`src/rtl/tt_mult_pkg.sv`:
```
// Shared constants and state type for the ternary multiply sequencer.
// Widths here are fixed by the multiply core this block drives.
package tt_mult_pkg;

  localparam int IN_LEN    = 16;
  localparam int OUT_LEN   = 8;
  localparam int BIT_WIDTH = 8;
  localparam int CFG_W     = 8;

  localparam int PAIRS   = IN_LEN / 2;
  localparam int PAIR_W  = 2 * BIT_WIDTH;
  localparam int PTR_W   = $clog2(PAIRS);
  localparam int W_BITS  = 2 * IN_LEN * OUT_LEN;
  localparam int W_BEATS = W_BITS / CFG_W;
  localparam int BEAT_W  = $clog2(W_BEATS);

  typedef enum logic [1:0] {
    ST_IDLE,
    ST_LOAD_W,
    ST_FEED,
    ST_DRAIN
  } state_t;

endpackage

```
`src/rtl/tt_mult_vec_buf.sv`:
```
// Two-bank ping-pong store for input vectors: one bank fills from the pins
// while the other is read by the sequencer, banks are used strictly in turn.
module tt_mult_vec_buf
  import tt_mult_pkg::*;
(
  input  logic              clk,
  input  logic              rst,
  input  logic              wr_en,
  input  logic [PAIR_W-1:0] wr_data,
  input  logic [PTR_W-1:0]  rd_phase,
  input  logic              rel,
  output logic [PAIR_W-1:0] rd_data,
  output logic              fill_free,
  output logic              run_full,
  output logic              next_full
);

  logic [PAIR_W-1:0] mem [2][PAIRS];
  logic              fill_bank;
  logic              run_bank;
  logic [PTR_W-1:0]  fill_ptr;
  logic [1:0]        full;
  logic              fill_done;
  logic [1:0]        rel_mask;
  logic [1:0]        set_mask;

  assign fill_done = wr_en && (fill_ptr == PTR_W'(PAIRS - 1));
  assign rel_mask  = rel ? (2'b01 << run_bank) : 2'b00;
  assign set_mask  = fill_done ? (2'b01 << fill_bank) : 2'b00;

  assign fill_free = !full[fill_bank];
  assign run_full  = full[run_bank];
  assign next_full = full[~run_bank];
  assign rd_data   = mem[run_bank][rd_phase];

  always_ff @(posedge clk) begin
    if (wr_en) begin
      mem[fill_bank][fill_ptr] <= wr_data;
    end
  end

  // Release clears before the fill sets, so a same-cycle release never
  // masks a bank that has just completed.
  always_ff @(posedge clk or posedge rst) begin
    if (rst) begin
      fill_bank <= 1'b0;
      run_bank  <= 1'b0;
      fill_ptr  <= '0;
      full      <= '0;
    end else begin
      full <= (full & ~rel_mask) | set_mask;
      if (wr_en) begin
        fill_ptr <= fill_done ? '0 : fill_ptr + 1'b1;
        if (fill_done) begin
          fill_bank <= ~fill_bank;
        end
      end
      if (rel) begin
        run_bank <= ~run_bank;
      end
    end
  end

endmodule

```
`src/rtl/tt_mult_ctrl.sv`:
```
// Sequencer for the ternary matrix-vector core: byte-serial weight load,
// 8-cycle vector feed with zero-vector drain, and column result capture.
module tt_mult_ctrl
  import tt_mult_pkg::*;
(
  input  logic                 clk,
  input  logic                 rst,
  input  logic                 cfg_valid,
  input  logic [CFG_W-1:0]     cfg_data,
  output logic                 cfg_ready,
  input  logic                 in_valid,
  input  logic [PAIR_W-1:0]    in_data,
  output logic                 in_ready,
  output logic                 out_valid,
  output logic [BIT_WIDTH-1:0] out_data,
  output logic                 out_last,
  output logic                 w_loaded,
  output logic                 busy,
  output logic                 core_en,
  output logic [PAIR_W-1:0]    core_vec,
  output logic [W_BITS-1:0]    core_w,
  input  logic [BIT_WIDTH-1:0] core_vec_out
);

  state_t            state;
  state_t            state_nxt;
  logic [PTR_W-1:0]  phase;
  logic [PTR_W-1:0]  phase_nxt;
  logic [BEAT_W-1:0] beat_cnt;
  logic [PTR_W-1:0]  cap_cnt;
  logic              cap_active;
  logic              cfg_fire;
  logic              last_phase;
  logic              rel;
  logic              run_full;
  logic              next_full;
  logic [PAIR_W-1:0] rd_data;

  tt_mult_vec_buf u_vec_buf (
    .clk       (clk),
    .rst       (rst),
    .wr_en     (in_valid && in_ready),
    .wr_data   (in_data),
    .rd_phase  (phase),
    .rel       (rel),
    .rd_data   (rd_data),
    .fill_free (in_ready),
    .run_full  (run_full),
    .next_full (next_full)
  );

  assign cfg_ready  = (state == ST_IDLE) || (state == ST_LOAD_W);
  assign busy       = (state == ST_FEED) || (state == ST_DRAIN);
  assign core_en    = busy;
  assign core_vec   = (state == ST_FEED) ? rd_data : '0;
  assign cfg_fire   = cfg_valid && cfg_ready;
  assign last_phase = (phase == PTR_W'(PAIRS - 1));

  always_ff @(posedge clk or posedge rst) begin
    if (rst) begin
      state <= ST_IDLE;
      phase <= '0;
    end else begin
      state <= state_nxt;
      phase <= phase_nxt;
    end
  end

  // The phase counter wraps naturally, so back-to-back vectors and the
  // drain both restart from phase 0 without an explicit clear.
  always_comb begin
    state_nxt = state;
    phase_nxt = phase;
    rel       = 1'b0;
    case (state)
      ST_IDLE: begin
        if (cfg_fire) begin
          state_nxt = ST_LOAD_W;
        end else if (w_loaded && run_full && (beat_cnt == '0)) begin
          state_nxt = ST_FEED;
          phase_nxt = '0;
        end
      end
      ST_LOAD_W: begin
        if (cfg_fire && (beat_cnt == BEAT_W'(W_BEATS - 1))) begin
          state_nxt = ST_IDLE;
        end
      end
      ST_FEED: begin
        phase_nxt = phase + 1'b1;
        if (last_phase) begin
          rel = 1'b1;
          if (!next_full) begin
            state_nxt = ST_DRAIN;
          end
        end
      end
      ST_DRAIN: begin
        phase_nxt = phase + 1'b1;
        if (last_phase) begin
          state_nxt = ST_IDLE;
        end
      end
      default: state_nxt = ST_IDLE;
    endcase
  end

  // Beats shift in from the top so beat n ends up at bits [n*8 +: 8].
  always_ff @(posedge clk or posedge rst) begin
    if (rst) begin
      beat_cnt <= '0;
      w_loaded <= 1'b0;
      core_w   <= '0;
    end else if (cfg_fire) begin
      core_w   <= {cfg_data, core_w[W_BITS-1:CFG_W]};
      beat_cnt <= beat_cnt + 1'b1;
      if (beat_cnt == '0) begin
        w_loaded <= 1'b0;
      end
      if (beat_cnt == BEAT_W'(W_BEATS - 1)) begin
        w_loaded <= 1'b1;
      end
    end
  end

  // The window opens after each fed vector's last phase; a drain never
  // opens one, so its zero-vector result is skipped.
  always_ff @(posedge clk or posedge rst) begin
    if (rst) begin
      cap_active <= 1'b0;
      cap_cnt    <= '0;
      out_valid  <= 1'b0;
      out_data   <= '0;
      out_last   <= 1'b0;
    end else begin
      cap_active <= ((state == ST_FEED) && last_phase)
                    || (cap_active && (cap_cnt != PTR_W'(PAIRS - 1)));
      cap_cnt    <= cap_active ? cap_cnt + 1'b1 : '0;
      out_valid  <= cap_active;
      out_last   <= cap_active && (cap_cnt == PTR_W'(PAIRS - 1));
      if (cap_active) begin
        out_data <= core_vec_out;
      end
    end
  end

endmodule

```
`config.mk`:
```
export PLATFORM = sky130hd
export DESIGN_NAME = tt_mult_ctrl
export DESIGN_NICKNAME = d
export VERILOG_FILES = /design/src/rtl/tt_mult_pkg.sv /design/src/rtl/tt_mult_vec_buf.sv /design/src/rtl/tt_mult_ctrl.sv
export SDC_FILE = /design/constraint.sdc
export NUM_CORES = 1
export LEC_CHECK = 0
export ABC_AREA = 1
export CORE_UTILIZATION = 55
export CTS_CLUSTER_DIAMETER = 120
export DETAILED_ROUTE_END_ITERATION = 10
export HOLD_SLACK_MARGIN = 0.12
export PLACE_DENSITY = 0.81
export RECOVER_POWER = 25
export SETUP_SLACK_MARGIN = 0.4
export SYNTH_ARGS = -nofsm -noshare
export SYNTH_HDL_FRONTEND = slang
export SYNTH_SLANG_ARGS = --single-unit
```
`constraint.sdc`:
```
create_clock -name clk -period 22.8 [get_ports clk]
set_clock_uncertainty 0.15 [all_clocks]
set_input_delay 3.42 -clock clk [delete_from_list [all_inputs] [get_ports clk]]
set_output_delay 3.42 -clock clk [all_outputs]
set_load 0.05 [all_outputs]
```
==> metrics.txt <==
Synth Warn #=0; Core Area=39,000 um^2; Placed Cells=3,013; hpwl dp=35,900 um; met2 GRT Util=46.9%; VDD IR max=0.000130 V; post-synth cell types=26; Final Cycle Share=39.8%; GR Util All Layers=29.2%; worst slew pin tran=4.90 ns; clk root buf=clkbuf_16; Routed Antenna Nets=0; synth top area cells=edfxtp_1 35%, dfrtp_1 33%, nand2_1 20%; CP Class=reg -> out; Worst-path clk slew=0.06 ns; Num Clock Sinks=544; crit path max fanout=67; Worst Setup End Kind=output port; DIE HEIGHT=202 um; busiest grt layer=met2; Slew Viols, Final=180; Data arrival, critical path=5.50 ns; GPL Wtd Cong=0.848; LEAKAGE=12.9 nW; fraction of layout cells with a size suffix above 1=5.13%; failing checks=capacitance limit, slew limit; final setup vio count=0; Seq/Total Area, Yosys=68.0%; flops & latches, synth=544; count of flip-flops with a built-in enable after synthesis=256; Power per Cell Area=144 nW/um^2; Setup Fix Bufs, Post-CTS=0; CTS Buf Count=53; nature of the critical path startpoint=register; Synth area leader=edfxtp_1; final setup TNS=0 ns; worst endpoint required time=19.23 ns; initial antenna violation count=5; WL/cell=18.9 um; Mapped Nets=2,307; Syn Std Cell Area=21,900 um^2; final hold violations=0; PostCTS Resize Cnt=0; Die Width=202 um; fmax=110 MHz; hold_buf cts=0; IO Port Bufs=322; Final Net Count=2,595; Synth Area per Inst=9.69 um^2; met3 Use GR=8.03%; most used flip-flop cell after synthesis=dfrtp_1; met1 Use GR=36.3%; placement row count=72; worst rel slew slack=-228%; Max clock buf depth=3; starting density of the core=56.2%; initial DRC count=1,714; worst hold slack=0.294 ns; RSZ-0062 raised after global routing=false; Non-Filler Instances=3,117; first-pass GRT wire length=90,900 um; Synth top cells by count=1,175 x nand2_1, 288 x dfrtp_1, 256 x edfxtp_1; most frequent cell after synthesis=nand2_1; H-Tree Level Count=2; Post-Syn Instances=2,262; filler cell count=2,680; First-pass DRT Iterations=6; total number of vias=16.7k; max-cap violations=2; grt ovf=0; vias in the first global route=16.4k; FFs w/ async S/R, synth=52.9%; Die ar.=40,700 um^2; worst min-delay path class=reg -> reg; Via density=5.35; worst skew pair latency=0.61 ns; status=finished with violations; top cell type's share of synthesized area=35.1%; area added between synthesis and finish=25.0%; CTS tree=built; DRC violations left=0; I/O pin count=323; minimum clock period=9.07 ns; PnR Total Power=3.94 mW; final WL=59,000 um; largest net degree at the start of global routing=178
[stage by stage]
stage | setup WS, ns | utilization (%) | area [um^2]
after floorplan | 11.28 | - | 21900
after global placement | 15.66 | 65.4 | 25500
after detailed placement | 15.61 | 65.4 | 25500
after CTS | 14.95 | 70.3 | 27400
after global routing | 13.59 | 70.2 | 27400
final | 13.73 | 70.3 | 27400
[layer usage]
metal	share of wire, %	up-vias
li1	-	7665
met1	37	8028
met2	48	827
met3	10	167
met4	4.7	0
met5	0	-
[worst max-delay path, cell delays in order (launching register included)]
cell and delay (ns):
dfrtp_2 0.36, clkbuf_1 2.52, nand3_1 0.38, nand3_1 0.23
nand3_1 0.09, a21oi_1 0.37, clkdlybuf4s50_1 0.89
[flip-flops by register name, indices dropped and copies added, names as in the netlist]
| signal | count |
|---|---|
| cap_active | 1 |
| out_last | 1 |
| w_loaded | 1 |
| core_w | 256 |
| u_vec_buf.run_bank | 1 |
| u_vec_buf.fill_bank | 1 |
| beat_cnt | 5 |
| u_vec_buf.fill_ptr | 3 |
| u_vec_buf.full | 2 |
| cap_cnt | 3 |
| out_data | 8 |
| out_valid | 1 |
| state | 2 |
| u_vec_buf.mem | 256 |
| phase | 3 |
[cells in the final DEF, fill, tap and decap left out, drive strengths merged, types with 14 or more instances in the layout]
cell type	n
clkbuf	79
clkdlybuf4s50	295
dfrtp	288
a21oi	18
buf	25
o21ai	34
edfxtp	256
dlygate4sd3	27
nand3	165
inv	165
nor3	14
nand2	1176
[kinds of logic (layout without fill, tap and decap cells)]
logic type               count (synthesis)  in the layout  synth area share, %
buffers and inverters                  281            614                 5.58
AO/OA/AOI/OAI                           54             54                 1.26
XOR/XNOR                                 5              5                0.200
AND/OR/NAND/NOR                       1369           1369                 24.5
flip-flops                             544            544                 68.0
other                                    0              4                    0
adder cells (fa/ha/maj)                  9              9                0.514
[where the power goes]
group	internal (mW)	total, mW	switching, mW	leakage, nW
logic	0.459	1.61	1.16	5.75
registers	1.21	1.38	0.170	6.18
clock network	0.565	0.944	0.380	0.936
[worst paths after layout]
check                           depth (start not counted)  slack (ns)                              to                 start
worst min-delay path                                    1        0.29            cap_cnt[0]$_DFF_PP0_  cap_cnt[0]$_DFF_PP0_
worst min register to register                          1        0.29            cap_cnt[0]$_DFF_PP0_  cap_cnt[0]$_DFF_PP0_
worst max-delay path                                    6       13.73                     core_vec[1]  phase[0]$_DFFE_PP0P_
min in group asynchronous                               2        4.58         core_w[160]$_DFFE_PP0P_                   rst
max in group asynchronous                               2       15.13  u_vec_buf.run_bank$_DFFE_PP0P_                   rst
worst max register to register                          8       18.36     u_vec_buf.full[1]$_DFF_PP0_  phase[0]$_DFFE_PP0P_
[cell type report]
type                    instances  area, um^2  area share (%)
repair buffers                348        3430            12.5
well taps                     518         648            2.36
clock buffers                  78        1580            5.78
diodes                          4        10.0          0.0365
multi-input cells            1437        5880            21.4
inverters                     166         632            2.31
clock inverters                22         333            1.21
flip-flops and latches        544       14900            54.4
Note: power is estimated with default switching activity, not from simulation.
